`src/rtl/mips_pkg.sv`:
```
// Shared core definitions: datapath width, default reset PC and the
// prefetch queue entry layout used by the fetch stage.
package mips_pkg;

    localparam int REG_WIDTH = 32;
    localparam logic [REG_WIDTH-1:0] RESET_PC_DEFAULT = 32'h0000_0000;

    // Queue entry: instruction word in the upper half, its PC+1 in the lower half
    typedef struct packed {
        logic [REG_WIDTH-1:0] instr;
        logic [REG_WIDTH-1:0] pc_plus_1;
    } fetch_entry_t;

    localparam int ENTRY_WIDTH = $bits(fetch_entry_t);

endpackage

```
`src/rtl/fetch_prefetch_unit_if.sv`:
```
// Fetch-stage bus bundle: instruction-memory port, redirect request and the
// valid/ready decode handshake.
interface fetch_prefetch_unit_if
    import mips_pkg::*;
#(
    parameter int WIDTH = REG_WIDTH,
    parameter int DEPTH = 4
);

    logic [WIDTH-1:0]         imem_addr;
    logic [WIDTH-1:0]         imem_rdata;
    logic                     imem_ready;
    logic                     redirect_en;
    logic [WIDTH-1:0]         redirect_pc;
    logic                     dec_valid;
    logic                     dec_ready;
    logic [WIDTH-1:0]         dec_instr;
    logic [WIDTH-1:0]         dec_pc_plus_1;
    logic [$clog2(DEPTH):0]   occupancy;

    modport master (
        output imem_addr, dec_valid, dec_instr, dec_pc_plus_1, occupancy,
        input  imem_rdata, imem_ready, redirect_en, redirect_pc, dec_ready
    );

    modport slave (
        input  imem_addr, dec_valid, dec_instr, dec_pc_plus_1, occupancy,
        output imem_rdata, imem_ready, redirect_en, redirect_pc, dec_ready
    );

endinterface

```
`src/rtl/prefetch_fifo.sv`:
```
// Prefetch queue: synchronous write, asynchronous head read, flushable.
// The caller guarantees push never targets a full queue unless it also pops.
module prefetch_fifo
    import mips_pkg::*;
#(
    parameter int DEPTH   = 4,
    parameter int ENTRY_W = ENTRY_WIDTH
) (
    input  logic                     clk,
    input  logic                     arst_n,
    input  logic                     flush,
    input  logic                     push,
    input  logic                     pop,
    input  logic [ENTRY_W-1:0]       wdata,
    output logic [ENTRY_W-1:0]       head,
    output logic [$clog2(DEPTH):0]   count
);

    localparam int PTR_W = $clog2(DEPTH);

    logic [ENTRY_W-1:0] mem_r [DEPTH];
    logic [PTR_W-1:0]   wptr_r;
    logic [PTR_W-1:0]   rptr_r;
    logic [PTR_W:0]     count_r;

    // Entry storage; contents are only meaningful below count_r, so no reset
    always_ff @(posedge clk) begin
        if (push && !flush) begin
            mem_r[wptr_r] <= wdata;
        end
    end

    // Pointer and occupancy bookkeeping; flush wins over push/pop
    always_ff @(posedge clk or negedge arst_n) begin
        if (!arst_n) begin
            wptr_r  <= {PTR_W{1'b0}};
            rptr_r  <= {PTR_W{1'b0}};
            count_r <= {(PTR_W+1){1'b0}};
        end else if (flush) begin
            wptr_r  <= {PTR_W{1'b0}};
            rptr_r  <= {PTR_W{1'b0}};
            count_r <= {(PTR_W+1){1'b0}};
        end else begin
            if (push) begin
                wptr_r <= wptr_r + PTR_W'(1);
            end
            if (pop) begin
                rptr_r <= rptr_r + PTR_W'(1);
            end
            case ({push, pop})
                2'b10:   count_r <= count_r + (PTR_W+1)'(1);
                2'b01:   count_r <= count_r - (PTR_W+1)'(1);
                default: count_r <= count_r;
            endcase
        end
    end

    assign head  = (count_r != {(PTR_W+1){1'b0}}) ? mem_r[rptr_r] : {ENTRY_W{1'b0}};
    assign count = count_r;

endmodule

```
`src/rtl/fetch_prefetch_unit.sv`:
```
// Instruction fetch stage with a prefetch queue towards decode; redirects
// flush the queue and restart fetch at the branch/jump target.
module fetch_prefetch_unit
    import mips_pkg::*;
#(
    parameter int               WIDTH    = REG_WIDTH,
    parameter int               DEPTH    = 4,
    parameter logic [WIDTH-1:0] RESET_PC = WIDTH'(RESET_PC_DEFAULT)
) (
    input  logic                   clk,
    input  logic                   arst_n,
    fetch_prefetch_unit_if.master  bus
);

    localparam int ENTRY_W = WIDTH * (ENTRY_WIDTH / REG_WIDTH);
    localparam int OCC_W   = $clog2(DEPTH) + 1;
    localparam logic [OCC_W-1:0] DEPTH_C = OCC_W'(DEPTH);

    logic [WIDTH-1:0]   pc_r;
    logic [WIDTH-1:0]   pc_plus_1_s;
    logic               fetch_s;
    logic               pop_s;
    logic               valid_s;
    logic [ENTRY_W-1:0] head_s;
    logic [OCC_W-1:0]   occupancy_s;

    // Fetch/pop decision; redirect suppresses fetch for the cycle it is seen
    always_comb begin
        pc_plus_1_s = pc_r + WIDTH'(1);
        valid_s     = (occupancy_s != {OCC_W{1'b0}});
        pop_s       = valid_s && bus.dec_ready;
        fetch_s     = bus.imem_ready && !bus.redirect_en &&
                      ((occupancy_s < DEPTH_C) || pop_s);
    end

    // Fetch PC register
    always_ff @(posedge clk or negedge arst_n) begin
        if (!arst_n) begin
            pc_r <= RESET_PC;
        end else if (bus.redirect_en) begin
            pc_r <= bus.redirect_pc;
        end else if (fetch_s) begin
            pc_r <= pc_plus_1_s;
        end else begin
            pc_r <= pc_r;
        end
    end

    prefetch_fifo #(
        .DEPTH   (DEPTH),
        .ENTRY_W (ENTRY_W)
    ) u_fifo (
        .clk    (clk),
        .arst_n (arst_n),
        .flush  (bus.redirect_en),
        .push   (fetch_s),
        .pop    (pop_s),
        .wdata  ({bus.imem_rdata, pc_plus_1_s}),
        .head   (head_s),
        .count  (occupancy_s)
    );

    assign bus.imem_addr     = pc_r;
    assign bus.dec_valid     = valid_s;
    assign bus.dec_instr     = head_s[ENTRY_W-1:WIDTH];
    assign bus.dec_pc_plus_1 = head_s[WIDTH-1:0];
    assign bus.occupancy     = occupancy_s;

endmodule

```
`src/flat_wrapper.sv`:
```
// flat-port wrapper written by rule: the top's interface ports become plain ports
module fetch_prefetch_unit_flat import mips_pkg::*;
#(
    parameter int               WIDTH    = REG_WIDTH,
    parameter int               DEPTH    = 4,
    parameter logic [WIDTH-1:0] RESET_PC = WIDTH'(RESET_PC_DEFAULT)
)
  (clk, arst_n, bus_imem_addr, bus_dec_valid, bus_dec_instr, bus_dec_pc_plus_1, bus_occupancy, bus_imem_rdata, bus_imem_ready, bus_redirect_en, bus_redirect_pc, bus_dec_ready);
  fetch_prefetch_unit_if #(.WIDTH(WIDTH), .DEPTH(DEPTH)) bus_i ();
  input  logic clk;
  input  logic arst_n;
  output wire logic [$bits(bus_i.imem_addr)-1:0] bus_imem_addr;
  output wire logic [$bits(bus_i.dec_valid)-1:0] bus_dec_valid;
  output wire logic [$bits(bus_i.dec_instr)-1:0] bus_dec_instr;
  output wire logic [$bits(bus_i.dec_pc_plus_1)-1:0] bus_dec_pc_plus_1;
  output wire logic [$bits(bus_i.occupancy)-1:0] bus_occupancy;
  input wire logic [$bits(bus_i.imem_rdata)-1:0] bus_imem_rdata;
  input wire logic [$bits(bus_i.imem_ready)-1:0] bus_imem_ready;
  input wire logic [$bits(bus_i.redirect_en)-1:0] bus_redirect_en;
  input wire logic [$bits(bus_i.redirect_pc)-1:0] bus_redirect_pc;
  input wire logic [$bits(bus_i.dec_ready)-1:0] bus_dec_ready;
  assign bus_imem_addr = bus_i.imem_addr;
  assign bus_dec_valid = bus_i.dec_valid;
  assign bus_dec_instr = bus_i.dec_instr;
  assign bus_dec_pc_plus_1 = bus_i.dec_pc_plus_1;
  assign bus_occupancy = bus_i.occupancy;
  assign bus_i.imem_rdata = bus_imem_rdata;
  assign bus_i.imem_ready = bus_imem_ready;
  assign bus_i.redirect_en = bus_redirect_en;
  assign bus_i.redirect_pc = bus_redirect_pc;
  assign bus_i.dec_ready = bus_dec_ready;
  fetch_prefetch_unit #(.WIDTH(WIDTH), .DEPTH(DEPTH), .RESET_PC(RESET_PC)) u_core (.clk(clk), .arst_n(arst_n), .bus(bus_i));
endmodule
```
`config.mk`:
```
export PLATFORM = sky130hd
export DESIGN_NAME = fetch_prefetch_unit_flat
export DESIGN_NICKNAME = d
export VERILOG_FILES = /design/src/rtl/mips_pkg.sv /design/src/rtl/fetch_prefetch_unit_if.sv /design/src/rtl/prefetch_fifo.sv /design/src/rtl/fetch_prefetch_unit.sv /design/src/flat_wrapper.sv
export SDC_FILE = /design/constraint.sdc
export NUM_CORES = 1
export LEC_CHECK = 0
export CORE_MARGIN = 4
export CORE_UTILIZATION = 40
export CTS_BUF_LIST = sky130_fd_sc_hd__clkbuf_8 sky130_fd_sc_hd__clkbuf_16
export CTS_CLUSTER_DIAMETER = 60
export DETAILED_ROUTE_END_ITERATION = 7
export PLACE_DENSITY = 0.63
export SKIP_CTS_REPAIR_TIMING = 1
export SYNTH_ARGS = -nofsm -noshare
export SYNTH_HDL_FRONTEND = slang
export SYNTH_SLANG_ARGS = --single-unit
```
`constraint.sdc`:
```
create_clock -name clk -period 3.9 [get_ports clk]
set_input_delay 0.585 -clock clk [delete_from_list [all_inputs] [get_ports clk]]
set_output_delay 0.585 -clock clk [all_outputs]
set_load 0.02 [all_outputs]
```
# After elaboration in Yosys (flattened, before gate mapping)
# Memories as Yosys holds them, arrays and structs flattened.
# Cells that the tools add are included.
# totals
reg_bits,39
mem_bits_rw,256
out_inout_bits,100
n_memories,1
# classes
n_addsub,5
order_cmp,1
n_eq_ne,2
n_mux,11
reduce_logical,10
# memory_table
memory,depth,width,rd,rd_clocked_by_memory_dff,write_ports,line,text
u_core.u_fifo.mem_r,4,64,1,0,1,prefetch_fifo.sv:21,logic [ENTRY_W-1:0] mem_r [DEPTH];
# ops
op,count
2-to-1 mux 32 bit,2
2-to-1 mux 64 bit,1
"adder 32 x 1 -> 32 bit, second input constant",1
2-to-1 mux 2 bit,4
case mux 3 bit (2 select lines),1
nonzero test 3 bit,2
"adder 2 x 1 -> 2 bit, second input constant",2
logical AND 1 bit,4
nonzero test 2 bit,2
"adder 3 x 1 -> 3 bit, second input constant",1
"less-than comparator 3 bit, second input constant",1
2-to-1 mux 3 bit,1
"subtractor 3 x 1 -> 3 bit, second input constant",1
"== test 2 x 1 -> 1 bit, second input constant",1
"== test 2 bit, second input constant",1
2-to-1 mux 1 bit,2
logical NOT 1 bit,1
logical OR 1 bit,1

# Depth between registers and ports, before layout
# depth
ltp_word,7
depth_mapped,10
ltp_nobuf,9

# Modules after synthesis
# From an unflattened synthesis, not the netlist that was laid out.
# hier_totals
hier_cells,749
area_unflattened_um2,12523.3
# modules_own_cells
mod,instances,cells_each,area_per_inst_um2,seq_area_each_um2
prefetch_fifo,1,446,10089.7,7862.5
fetch_prefetch_unit,1,303,2433.6,800.8

# Worst setup path before layout
# No wires, ideal clock.
# synth_path
path_type,in2reg
startpoint,input port bus_dec_ready
endpoint,memory u_core.u_fifo.mem_r[0][0] (netlist bit) (enable)
setup_time_ps,429
arrival_ps,2808
required_ps,3471
setup_slack_ps,663
cell_stages,5
path_cell_list,nand2b_2 -> nand2_1 -> clkbuf_1 -> nor2_1 -> and2_1
# synth_between
elab_chain_len,6
# synth_rtl
element,line,text
"start, declared",flat_wrapper.sv:21,input wire logic [$bits(bus_i.dec_ready)-1:0] bus_dec_ready;
logical AND 1 bit,fetch_prefetch_unit.sv:31,pop_s = valid_s && bus.dec_ready;
logical OR 1 bit,fetch_prefetch_unit.sv:33,((occupancy_s < DEPTH_C) || pop_s);
logical AND 1 bit,fetch_prefetch_unit.sv:32,fetch_s = bus.imem_ready && !bus.redirect_en &&
logical AND 1 bit,prefetch_fifo.sv:28,if (push && !flush) begin
2-to-1 mux 1 bit,prefetch_fifo.sv:28,
2-to-1 mux 1 bit (not written as such),prefetch_fifo.sv:29,mem_r[wptr_r] <= wdata;
"end, declared",prefetch_fifo.sv:21,
# Every way passes these cells.

# Final worst setup path
# layout_path
startpoint,register u_core.u_fifo.rptr_r[0]
endpoint,output port bus_dec_pc_plus_1[1]
# layout_between
elab_chain_len,2
# layout_rtl
element,line,text
"start, declared",prefetch_fifo.sv:23,logic [PTR_W-1:0] rptr_r;
"start signal, assigned",prefetch_fifo.sv:37,rptr_r <= {PTR_W{1'b0}};
"start signal, assigned",prefetch_fifo.sv:41,rptr_r <= {PTR_W{1'b0}};
"start signal, assigned",prefetch_fifo.sv:48,rptr_r <= rptr_r + PTR_W'(1);
memory (4 x 64 bit),--,
2-to-1 mux 64 bit,prefetch_fifo.sv:58,assign head = (count_r != {(PTR_W+1){1'b0}}) ? mem_r[rptr_r] : {ENTRY_W{1'b0}};
"end, declared",flat_wrapper.sv:15,output wire logic [$bits(bus_i.dec_pc_plus_1)-1:0] bus_dec_pc_plus_1;
# Every way passes these cells.

==> results.toml <==
[run_status]
run_status = "completed"

[clock_tree]
h-tree-depth = 1
root_buffer = "clkbuf_16"
clockBufferDepth = 3
path_clk_slew_ns = 0.06
cts_sinks = 295
clk_latency_ns = 0.54
cts_tree = "done"
cts_buffers = 31

[worst_setup_path]
worstPathArrival_ns = 2.84
critPathMaxFanout = 20
r2r_cells = 6
reg2reg_to = "u_core.u_fifo.count[2]$_DFFE_PN0P_"
cp-start-kind = "flop"
cp.required_ns = 3.31
rr_startpoint = "u_core.u_fifo.count[1]$_DFFE_PN0P_"
end_kind = "output pin"
critPathKind = "flop to output pin"
r2r_slack_ns = 0.97

[global_routing]
grt_overflow = 0
grt.met2_usage = 0.2567
grt_start_max_net_pins = 71
use_met3 = 0.03024
grt_util_all_layers = 0.1561
antenna_found_initial = 1
grt_pass1_vias = 7147
top_usage_layer = "met2"
use_met1 = 0.2177
grt_pass1_wl_um = 41570

[power_and_ir_drop]
powerDensity_mw_per_mm2 = 616.3
vdd_drop_max_v = 0.0003339
p_leak_nw = 5.141
finalPower_mw = 9.614

[final_layout]
stdcell_count = 1332
fill_cells = 2555
drive_gt1_frac = 0.1592
nets = 989
antenna_cells = 0
area_delta_synth_final_pct = 24.63

[drt]
wire_per_inst_um = 20.11
ant_nets = 0
viasPerCell = 5.147
firstDrtPassIters = 5
drc = 0
drtIter0Drc = 272
dr_total_vias = 6856
wirelength_um = 26790

[sta]
worst_slew_pin_slew_ns = 0.9563
fin_crit_sh = 0.8788
max_freq_ghz = 0.2918
finalSetupViolCount = 0
whs_ns = 0.1969
skew_ns = 0.008286
rsz0062_at_grt = "false"
fin_tns_setup_ns = 0
slew_violations = 0
hold_violations = 0
slew_headroom = 0.3624
fin_crit_ns = 3.427

[floorplan]
die_h_um = 184.9
pin_count = 169
die_area_mm2 = 0.03418
die-width_um = 184.9
initial_utilization = 0.4070
coreArea_mm2 = 0.03075
rows = 64

[yosys]
yosysSeqAreaShare = 0.6922
yosys.area.top_type = "edfxtp_1"
yosysWarnings = 0
synth_top_area_frac = 0.6142
synth_most_common_cell = "edfxtp_1"
netlist_instances = 740
synth_common_cells = "256 x edfxtp_1, 69 x and2_1, 64 x mux4_2, 51 x nand2_1, 41 x xnor2_1"
avgSynthCellArea_um2 = 16.91
netlist-cell-type-count = 44
ys_seq_elements = 295
synth_area_leaders = "edfxtp_1 61%, mux4_2 12%, dfrtp_1 7.8%"
async_flop_share = 0.1322
synth_edf_count = 256
synth-main-ff-cell = "edfxtp_1"
syn-cell-area_mm2 = 0.01252
synth_fp_nets = 815

[placed_design]
numPlacedInstances = 1277
place_hpwl_um = 17570
gp_congestion = 0.7897
portBuffers = 168

[worst_hold_path]
hp-class = "input port to asynchronous set/reset pin"

[run]
drv_cap = 0
-- registers in the layout, summed over array words and instances, names as in the netlist --
name / count
u_core.u_fifo.mem_r: 256
u_core.u_fifo.rptr_r: 2
u_core.u_fifo.wptr_r: 2
u_core.u_fifo.count: 3
u_core.bus.imem_addr: 32
-- final cells by class --
cell class	count	area, um^2	share of cell area
Multi-Input combinational cell	396	3586	0.2299
Clock inverter	24	193.9	0.01243
Timing Repair Buffer	184	1854	0.1189
Clock buffer	31	775.7	0.04973
Sequential cell	295	8671	0.5559
Tap cell	396	495.5	0.03176
Inverter	6	22.52	0.001444
-- how the worst max path moves through the flow --
stage	start	end	slack, ns	depth (start not counted)
6_report	u_core.u_fifo.rptr_r[0]$_DFFE_PN0P_	bus_dec_pc_plus_1[1]	0.47	4
5_1_grt	u_core.u_fifo.rptr_r[0]$_DFFE_PN0P_	bus_dec_pc_plus_1[1]	0.28	4
4_1_cts	u_core.u_fifo.rptr_r[0]$_DFFE_PN0P_	bus_dec_instr[16]	0.39	4
3_5_place_dp	bus_dec_ready	u_core.u_fifo.count[2]$_DFFE_PN0P_	0.84	8
3_3_place_gp	bus_dec_ready	u_core.u_fifo.count[2]$_DFFE_PN0P_	0.90	8
2_1_floorplan	bus_dec_ready	u_core.u_fifo.mem_r[0][0]$_DFFE_PP_	0.66	5
-- layout by cell type, fill, tap and decap left out, types with 3 or more instances in the layout --
cell	instances
and4_1	5
buf_4	11
inv_1	11
bufinv_16	3
o21ai_0	30
clkinv_2	8
and2_1	65
and3_1	3
xnor2_1	41
clkinvlp_4	4
mux4_2	64
nor2_1	27
dfrtp_1	37
xor2_1	25
buf_12	5
nor4_1	14
nand2_1	51
nand4_1	7
a21oi_1	3
clkbuf_16	31
ha_1	5
clkdlybuf4s50_1	166
nand3_1	15
and2_4	4
edfxtp_1	256
nor3_1	12
clkinv_1	4
-- metal layers --
layer  vias to the layer above  wire length (um)
li1                       3179                 -
met2                       194             12850
met5                         -                19
met1                      3438             11790
met3                        43              1587
met4                         2               538
-- kinds of logic after synthesis --
logic type / after synthesis / synth area share
simple gates: 221 / 0.1005
compound gates: 36 / 0.01470
fa+ha+maj: 6 / 0.006598
xor+xnor: 66 / 0.04619
buf+inv: 49 / 0.02219
mux: 67 / 0.1177
flops: 295 / 0.6922
-- stage by stage --
stage                     cell area [um^2]  worst slack (ns)  utilization
after global placement               14630            0.9047       0.4757
after global routing                 15600            0.2825       0.5073
after floorplan                      12520            0.6628            -
final                                15600            0.4727       0.5073
after CTS                            15600            0.3871       0.5073
after detailed placement             14630            0.8354       0.4757
-- worst max-delay path, cell delays in order (launching register included) --
cell             delay, ns
dfrtp_4               0.57
buf_4                 0.42
mux4_2                0.58
and2_1                0.17
clkdlybuf4s50_1       0.53
-- where the power goes --
group	leakage, nW	internal (mW)	total [mW]	switching [mW]
clock network	0.489	1.63	2.77	1.14
logic	1.84	1.52	3.01	1.49
registers	2.81	3.66	3.83	0.174
Note: power is estimated with default switching activity, not from simulation.
